==> src/rtl/signal_color_pipe.sv <==
// signal_color_pipe: pipelined pixel colour mapper (input register, S1 t, S2 argmax, S3 blend).
// Define CURSOR_BLINK_EN to blink the view/write location markers on a frame counter.
module signal_color_pipe #(
   parameter int unsigned         SIG_W    = 10,
   parameter int unsigned         N_CH     = 2,
   parameter int unsigned         DISP_MIN = 8,
   parameter int unsigned         T_SHIFT  = 1,
   parameter logic [24*N_CH-1:0]  TINT_RGB = {24'hFF3300, 24'h66FFFF},
   parameter int unsigned         BLINK_FR = 16
) (
   input  logic                    Clk,
   input  logic                    Reset,
   input  logic                    in_valid,
   input  logic                    in_hs,
   input  logic                    in_vs,
   input  logic                    frame_start,
   input  logic                    renderAnt,
   input  logic                    renderSugar,
   input  logic                    renderNest,
   input  logic                    render_viewLoc,
   input  logic                    render_writeLoc,
   input  logic [SIG_W*N_CH-1:0]   renderSignal,
   output logic                    out_valid,
   output logic                    out_hs,
   output logic                    out_vs,
   output logic [7:0]              VGA_R,
   output logic [7:0]              VGA_G,
   output logic [7:0]              VGA_B
);

   localparam int unsigned D_W = SIG_W + 1;
   localparam int unsigned C_W = 2;
   localparam int unsigned F_W = 5;

   localparam int unsigned F_VIEW  = 0;
   localparam int unsigned F_WRITE = 1;
   localparam int unsigned F_ANT   = 2;
   localparam int unsigned F_SUGAR = 3;
   localparam int unsigned F_NEST  = 4;

   localparam logic [23:0] GRASS_RGB = 24'h669900;
   localparam logic [23:0] VIEW_RGB  = 24'hCC2000;
   localparam logic [23:0] WRITE_RGB = 24'hEE6000;
   localparam logic [23:0] ANT_RGB   = 24'h000000;
   localparam logic [23:0] SUGAR_RGB = 24'hFFFFFF;
   localparam logic [23:0] NEST_RGB  = 24'h8B4513;

   logic vis_c;

`ifdef CURSOR_BLINK_EN
   logic [7:0] frame_cnt;
   logic       blink_on;

   // Marker blink: phase toggles every BLINK_FR frames, starting visible.
   always_ff @(posedge Clk) begin
      if (Reset) begin
         frame_cnt <= 8'd0;
         blink_on  <= 1'b1;
      end else if (frame_start) begin
         if (frame_cnt == 8'(BLINK_FR - 1)) begin
            frame_cnt <= 8'd0;
            blink_on  <= ~blink_on;
         end else begin
            frame_cnt <= frame_cnt + 8'd1;
         end
      end
   end

   assign vis_c = blink_on;
`else
   logic unused_blink;

   assign vis_c        = 1'b1;
   assign unused_blink = ^{frame_start, BLINK_FR};
`endif

   // Channel intensity: offset above the display floor, scaled and saturated.
   function automatic logic [7:0] calc_t(input logic [SIG_W-1:0] sig);
      logic [D_W-1:0] diff;
      logic [D_W-1:0] sh;
      calc_t = 8'd0;
      diff   = '0;
      sh     = '0;
      if (D_W'(sig) > D_W'(DISP_MIN)) begin
         diff   = D_W'(sig) - D_W'(DISP_MIN);
         sh     = diff >> T_SHIFT;
         calc_t = (sh > D_W'(255)) ? 8'd255 : sh[7:0];
      end
   endfunction

   // One colour component moved from grass toward the tint by t/256, floor rounding.
   function automatic logic [7:0] lerp(input logic [7:0] grass,
                                       input logic [7:0] tint,
                                       input logic [7:0] t);
      logic signed [8:0]  d;
      logic signed [16:0] p;
      logic signed [9:0]  s;
      d = $signed({1'b0, tint}) - $signed({1'b0, grass});
      p = 17'(d) * $signed({9'b0, t});
      s = $signed({2'b00, grass}) + 10'(p >>> 8);
      if (s[9])      lerp = 8'd0;
      else if (s[8]) lerp = 8'd255;
      else           lerp = s[7:0];
   endfunction

   function automatic logic [23:0] tint_of(input logic [C_W-1:0] c);
      tint_of = TINT_RGB[23:0];
      for (int i = 1; i < int'(N_CH); i++) begin
         if (c == C_W'(i)) tint_of = TINT_RGB[24*i +: 24];
      end
   endfunction

   // Input register
   logic                   r0_valid, r0_hs, r0_vs;
   logic [F_W-1:0]         r0_flags;
   logic [SIG_W*N_CH-1:0]  r0_sig;

   // S1 register
   logic                   s1_valid, s1_hs, s1_vs;
   logic [F_W-1:0]         s1_flags;
   logic [N_CH-1:0][7:0]   s1_t;

   // S2 register
   logic                   s2_valid, s2_hs, s2_vs;
   logic [F_W-1:0]         s2_flags;
   logic [C_W-1:0]         s2_c;
   logic [7:0]             s2_t;

   logic [N_CH-1:0][7:0]   t_c;
   logic [C_W-1:0]         dom_c_c;
   logic [7:0]             dom_t_c;
   logic [23:0]            tint_c;
   logic [23:0]            rgb_c;

   always_comb begin
      t_c = '0;
      for (int i = 0; i < int'(N_CH); i++) begin
         t_c[i] = calc_t(r0_sig[i*SIG_W +: SIG_W]);
      end
   end

   // Strict compare keeps the lowest index on ties; all-zero gives channel 0.
   always_comb begin
      dom_c_c = '0;
      dom_t_c = s1_t[0];
      for (int i = 1; i < int'(N_CH); i++) begin
         if (s1_t[i] > dom_t_c) begin
            dom_t_c = s1_t[i];
            dom_c_c = C_W'(i);
         end
      end
   end

   always_comb begin
      tint_c = tint_of(s2_c);
      rgb_c  = {lerp(GRASS_RGB[23:16], tint_c[23:16], s2_t),
                lerp(GRASS_RGB[15:8],  tint_c[15:8],  s2_t),
                lerp(GRASS_RGB[7:0],   tint_c[7:0],   s2_t)};
      if (s2_flags[F_VIEW])       rgb_c = VIEW_RGB;
      else if (s2_flags[F_WRITE]) rgb_c = WRITE_RGB;
      else if (s2_flags[F_ANT])   rgb_c = ANT_RGB;
      else if (s2_flags[F_SUGAR]) rgb_c = SUGAR_RGB;
      else if (s2_flags[F_NEST])  rgb_c = NEST_RGB;
      if (!s2_valid) rgb_c = 24'h000000;
   end

   // Marker flags are gated by visibility on entry so each pixel keeps its own phase.
   always_ff @(posedge Clk) begin
      if (Reset) begin
         r0_valid  <= 1'b0;
         r0_hs     <= 1'b0;
         r0_vs     <= 1'b0;
         r0_flags  <= '0;
         r0_sig    <= '0;
         s1_valid  <= 1'b0;
         s1_hs     <= 1'b0;
         s1_vs     <= 1'b0;
         s1_flags  <= '0;
         s1_t      <= '0;
         s2_valid  <= 1'b0;
         s2_hs     <= 1'b0;
         s2_vs     <= 1'b0;
         s2_flags  <= '0;
         s2_c      <= '0;
         s2_t      <= 8'd0;
         out_valid <= 1'b0;
         out_hs    <= 1'b0;
         out_vs    <= 1'b0;
         VGA_R     <= 8'd0;
         VGA_G     <= 8'd0;
         VGA_B     <= 8'd0;
      end else begin
         r0_valid  <= in_valid;
         r0_hs     <= in_hs;
         r0_vs     <= in_vs;
         r0_flags  <= {renderNest, renderSugar, renderAnt,
                       render_writeLoc & vis_c, render_viewLoc & vis_c};
         r0_sig    <= renderSignal;

         s1_valid  <= r0_valid;
         s1_hs     <= r0_hs;
         s1_vs     <= r0_vs;
         s1_flags  <= r0_flags;
         s1_t      <= t_c;

         s2_valid  <= s1_valid;
         s2_hs     <= s1_hs;
         s2_vs     <= s1_vs;
         s2_flags  <= s1_flags;
         s2_c      <= dom_c_c;
         s2_t      <= dom_t_c;

         out_valid <= s2_valid;
         out_hs    <= s2_hs;
         out_vs    <= s2_vs;
         VGA_R     <= rgb_c[23:16];
         VGA_G     <= rgb_c[15:8];
         VGA_B     <= rgb_c[7:0];
      end
   end

endmodule

==> config.mk <==
export PLATFORM = sky130hd
export DESIGN_NAME = signal_color_pipe
export DESIGN_NICKNAME = d
export VERILOG_FILES = /design/src/rtl/signal_color_pipe.sv
export SDC_FILE = /design/constraint.sdc
export NUM_CORES = 1
export LEC_CHECK = 0
export ABC_AREA = 0
export BUFFER_PORTS_ARGS = -buffer_cell sky130_fd_sc_hd__buf_2
export CAP_MARGIN = 10
export CORE_MARGIN = 2
export CORE_UTILIZATION = 45
export DETAILED_ROUTE_END_ITERATION = 8
export PLACE_DENSITY = 0.65
export SETUP_SLACK_MARGIN = 0.3
export SLEW_MARGIN = 20
export SYNTH_ARGS = -nofsm -noshare
export SYNTH_HDL_FRONTEND = slang
export SYNTH_SLANG_ARGS = --single-unit
==> constraint.sdc <==
create_clock -name Clk -period 11.58 [get_ports Clk]
set_input_delay 0.579 -clock Clk [delete_from_list [all_inputs] [get_ports Clk]]
set_output_delay 0.579 -clock Clk [all_outputs]
set_load 0.005 [all_outputs]
Yosys cells after proc, flatten, opt, wreduce, memory -nomap -nowiden
Index checks and enable logic that the tools add are counted.
{ "classes": {"div_mod_pow": 0, "n_reduce_logical": 5, "add_sub_neg": 6, "order_cmp": 5, "shift": 0, "bitwise": 3, "mul": 3, "muxes": 15, "n_eq_ne": 1} }
{ "ops": {"columns": ["cell", "count"], "rows": [
  ["$mux W24", 6],
  ["$mux W8", 8],
  ["$mul A9 B9 Y17", 2],
  ["$sub A10 B4 Y11 const B", 2],
  ["$gt A10 B4 Y1 const B", 2],
  ["$gt A10 B8 Y1 const B", 2],
  ["$mul A8 B8 Y16", 1],
  ["$add A8 B9 Y10 const A", 1],
  ["$add A9 B9 Y10 const A", 1],
  ["$sub A8 B7 Y9 const B", 1],
  ["$sub A8 B8 Y9 const B", 1],
  ["$gt A8 B8 Y1", 1],
  ["$reduce_or A2 Y1", 3],
  ["$reduce_or A5 Y1", 1],
  ["$not A1 Y1", 3],
  ["$reduce_or A3 Y1", 1],
  ["$eq A2 B1 Y1 const B", 1],
  ["$mux W1", 1]
]} }
{ "word_totals": {"out_inout_bits": 27, "wordCells": 65, "mem_bits_rw": 0, "n_memories": 0, "register_bits": 97, "inputBits": 31, "latch_bits": 0, "rom_bits": 0} }

Logic depth before layout (Yosys ltp)
{ "depth": {"depth_word": 12, "mapped_depth": 24, "mapped_depth_nobuf": 21} }

Least setup slack after synthesis
OpenSTA, ideal clock, no wires.
{ "synth_path": {"path_kind": "flip-flop to flip-flop", "from": "reg s2_c[0]", "to": "reg VGA_G[2]", "arrival_time_ps": 5261, "stages_incl_launch_ff": 22, "n_path_buf": 3, "path_slack_ps": 6181, "required_ps": 11442, "setup_ps": 138, "synth_period_minus_slack_ps": 5399, "path_cell_list": "dfxtp_1 buf_4 clkbuf_1 clkbuf_1 nand2_1 fa_1 inv_1 xnor2_1 ha_1 inv_1 fa_1 fa_1 inv_1 ha_1 a21o_1 a21oi_1 o21ai_0 a211oi_2 xnor2_2 nand2b_4 o41ai_1 a31oi_1"} }
{ "synth_between": {"elab_chain_cells": 9} }
{ "synth_lines": {"columns": ["element", "line", "text"], "rows": [
  ["from (decl)", "126", "logic [C_W-1:0] s2_c;"],
  ["from (signal assigned)", "210", "s2_c <= dom_c_c;"],
  ["$eq A2 B1 Y1 (*)", "109", "if (c == C_W'(i)) tint_of = TINT_RGB[24*i +: 24];"],
  ["$mux W24 (*)", "109", null],
  ["$sub A8 B8 Y9 (*)", "98", "d = $signed({1'b0, tint}) - $signed({1'b0, grass});"],
  ["$mul A9 B9 Y17 (*)", "99", "p = 17'(d) * $signed({9'b0, t});"],
  ["$add A9 B9 Y10 (*)", "100", "s = $signed({2'b00, grass}) + 10'(p >>> 8);"],
  ["$mux W8", "102", "else if (s[8]) lerp = 8'd255;"],
  ["$mux W8 (*)", "101", "if (s[9]) lerp = 8'd0;"],
  ["$mux W24 (*)", "163", "else if (s2_flags[F_NEST]) rgb_c = NEST_RGB;"],
  ["$mux W24 (*)", "162", "else if (s2_flags[F_SUGAR]) rgb_c = SUGAR_RGB;"],
  ["to (signal assigned)", "217", "VGA_G <= rgb_c[15:8];"],
  ["to (decl)", "27", "output logic [7:0] VGA_G,"]
]} }
Every way passes the cells marked *; elsewhere a longest branch is shown, timed or not.
A chain may end at the register's enable or synchronous reset.

Worst setup path in the final report
Ends and elaborated chain as after synthesis.

==> results.yml <==
grt:
  first_global_vias: 5486
  antenna_found_initial: 0
  grt-busiest-layer: "met2"
  grt_use_met1_pct: 22.5
  grt.total_usage_pct: 17.3
  overflow: 0
  grtUsageMet3_pct: 3.41
  grt_max_degree: 57
  met2_usage_pct: 28.8
  grt_pass1_wl_um: 25600
cells_and_area:
  final_layout_size_suffix_gt1_share_pct: 11.5
  syn2layout_area_growth_pct: 9.85
  design_area_mm2: 0.00869
  diodes: 0
  num-nets-final: 1093
  fin_util_pct: 50.4
  instances_no_fill: 1127
die:
  initial_core_util_pct: 45.9
  rows: 48
  ioPinCount: 58
  coreArea_mm2: 0.0172
  die_x_um: 137
  die_area_mm2: 0.0187
  die_h_um: 137
place:
  place_ws_ns: 5.94
  dp_hpwl_um: 12100
  io_buffers: 56
  place_inst: 1111
  dpl_cell_area_mm2: 0.00839
  routabilityCongestion: 0.846
route:
  drtIter0Drc: 199
  vias: 5702
  route.detailed.drc: 0
  routed_wirelength_um: 14800
  final_antenna_net_count: 0
  wl_per_cell_um: 13.2
  firstDrtPassIters: 6
  viasPerCell: 5.06
logic_synthesis:
  synthTopCellsByArea: "dfxtp_1, ha_1, fa_1"
  synth-edff-count: 0
  synth_common_cells: "inv_1, ha_1, dfxtp_1"
  yosysSeqAreaShare_pct: 24.3
  avgSynthCellArea_um2: 9.30
  synthDistinctLibCells: 79
  synth_top_area_share_pct: 24.3
  yosys.area.top_type: "dfxtp_1"
  async_reset_ff_share_pct: 0
  synthFlopType: "dfxtp_1"
  yosys_warnings: 0
  synth.most_common_cell: "inv_1"
  ys_seq_elements: 96
  synth_cells: 851
  synth_area_mm2: 0.00791
pwr:
  p_total_mw: 1.51
  p_leak_nw: 4.61
  irDropWorstVdd_mv: 0.102
  p_per_area_mw_per_mm2: 174
clock_tree:
  clk_pin_slew_ns: 0.07
  htree_levels: 3
  clock-root-buffer: "clkbuf_16"
  holdBufCountCts: 0
  cts_sinks: 96
  clkLatencyLatePin_ns: 0.36
  cts_buffers: 9
  clockBufferDepth: 2
  post_cts_buffers: 0
  postCtsResizedCells: 0
  tritoncts: "yes"
setup_path:
  worst-endpoint-arrival_ns: 5.92
  required_ns: 11.78
  cp_slowest_stage_delay_ns: 0.56
  criticalPathCategory: "register to register"
  worst_setup_path_start_kind: "register"
  worstPathMaxFanout: 27
  cp_common_cell: "fa_1"
  endpoint_kind: "register"
  crit_slowest_cell: "nor2b_1"
  path_cells: "buf_4, nor2b_1, or2_2, ha_1, inv_1, fa_1, fa_1, inv_1, fa_1, ha_1, a21o_1, a21o_1, a21oi_2, o21ai_1, o211ai_1, a31oi_2, xnor2_1, a31oi_1"
sta:
  setup_viol: 0
  slew_headroom_pct: 39.1
  finalCritPeriodShare_pct: 49.4
  finalWorstSetupSlack_ns: 5.86
  drv_slew: 0
  tightest_slew_ns: 0.906
  rsz0062_at_grt: "false"
  clock_skew_ns: 0.00929
  finalCriticalPeriod_ns: 5.72
  setup_tns_ns: 0
  whs_ns: 0.425
  hold_violations: 0
  fmax_mhz: 175
job:
  max-cap-violations: 0
hold_path:
  hold_path_class: "input port to register"
status:
  outcome: "finished, final reports clean"
-- kinds of logic (layout without fill, tap and decap cells) --
kind of cell             after synthesis  after routing  synth area share, %
AND/OR/NAND/NOR                      232            232                 16.2
adder cells (fa/ha/maj)              167            167                 31.8
buffers and inverters                150            200                 7.30
AO/OA/AOI/OAI                        142            142                 13.1
flip-flops                            96             96                 24.3
XOR/XNOR                              53             53                 6.06
multiplexers                          10             10                 1.26
other                                  1              2               0.0474
-- per-layer routing --
metal / wire [um] / part of all wire, % / vias up
met5: 0 / 0 / -
met1: 6880 / 46 / 2642
met2: 6960 / 47 / 109
met3: 689 / 4.6 / 19
li1: - / - / 2932
met4: 301 / 2.0 / 0
-- critical path, delay by kind of cell, from the launching register on --
kind	cells	cell delay, ns
adders and majority gates	5	2.01
AOI/OAI and AO/OA	7	1.47
and+or+nand+nor	2	0.78
xor gates and xnor gates	1	0.52
buffers and inverters	3	0.40
DFF	1	0.39
-- area by class of cell --
class | count | area [um^2]
Clock inverter | 6 | 75.1
Clock buffer | 10 | 229
Timing Repair Buffer | 58 | 295
Fill cell | 1622 | 8540
Inverter | 126 | 473
Tap cell | 225 | 282
Sequential cell | 96 | 1920
Multi-Input combinational cell | 606 | 5420
-- state kept, by name (all words and copies together) (netlist names) --
| name | flops |
|---|---|
| r0_sig | 20 |
| s1_t | 16 |
| VGA_B | 8 |
| VGA_G | 8 |
| VGA_R | 8 |
| s2_t | 8 |
| r0_flags | 5 |
| s1_flags | 5 |
| s2_flags | 5 |
| out_hs | 1 |
| out_valid | 1 |
| out_vs | 1 |
| r0_hs | 1 |
| r0_valid | 1 |
| r0_vs | 1 |
| s1_hs | 1 |
| s1_valid | 1 |
| s1_vs | 1 |
| s2_c | 1 |
| s2_hs | 1 |
| s2_valid | 1 |
| s2_vs | 1 |
-- report_power, final --
group	internal (mW)	switching [mW]	total [mW]
Combinational	0.359	0.471	0.830
Clock	0.171	0.137	0.308
Sequential	0.351	0.0210	0.372
-- path summary, 6_finish.rpt --
path,slack [ns],startpoint,end,cells past startpoint
worst max-delay path,5.86,s2_c[0],VGA_G[2],18
worst min-delay path,0.42,renderSignal[10],r0_sig[10],2
worst max register to register,5.86,s2_c[0],VGA_G[2],18
worst min register to register,0.43,s1_flags[3],s2_flags[3],1
-- placed cells by master, fill, tap and decap left out, types with 4 or more instances in the layout --
cell type,n
xnor2_1,26
a31oi_1,9
and2_1,12
o211ai_1,5
and3_1,12
nand2_1,36
xor2_1,25
a41oi_1,5
clkbuf_16,9
o21ai_0,9
or2_2,7
o21bai_1,4
ha_1,108
fa_1,57
o21ai_1,4
buf_2,56
nand3_1,15
a21o_1,12
nor3_1,13
nand3b_1,4
nor2b_1,59
mux2i_1,10
dfxtp_1,96
nor2_1,45
o31ai_1,4
nand4_1,4
a21oi_1,41
inv_1,126
nand2b_1,8
o21a_1,7
Power figures use the tool's default switching activity.
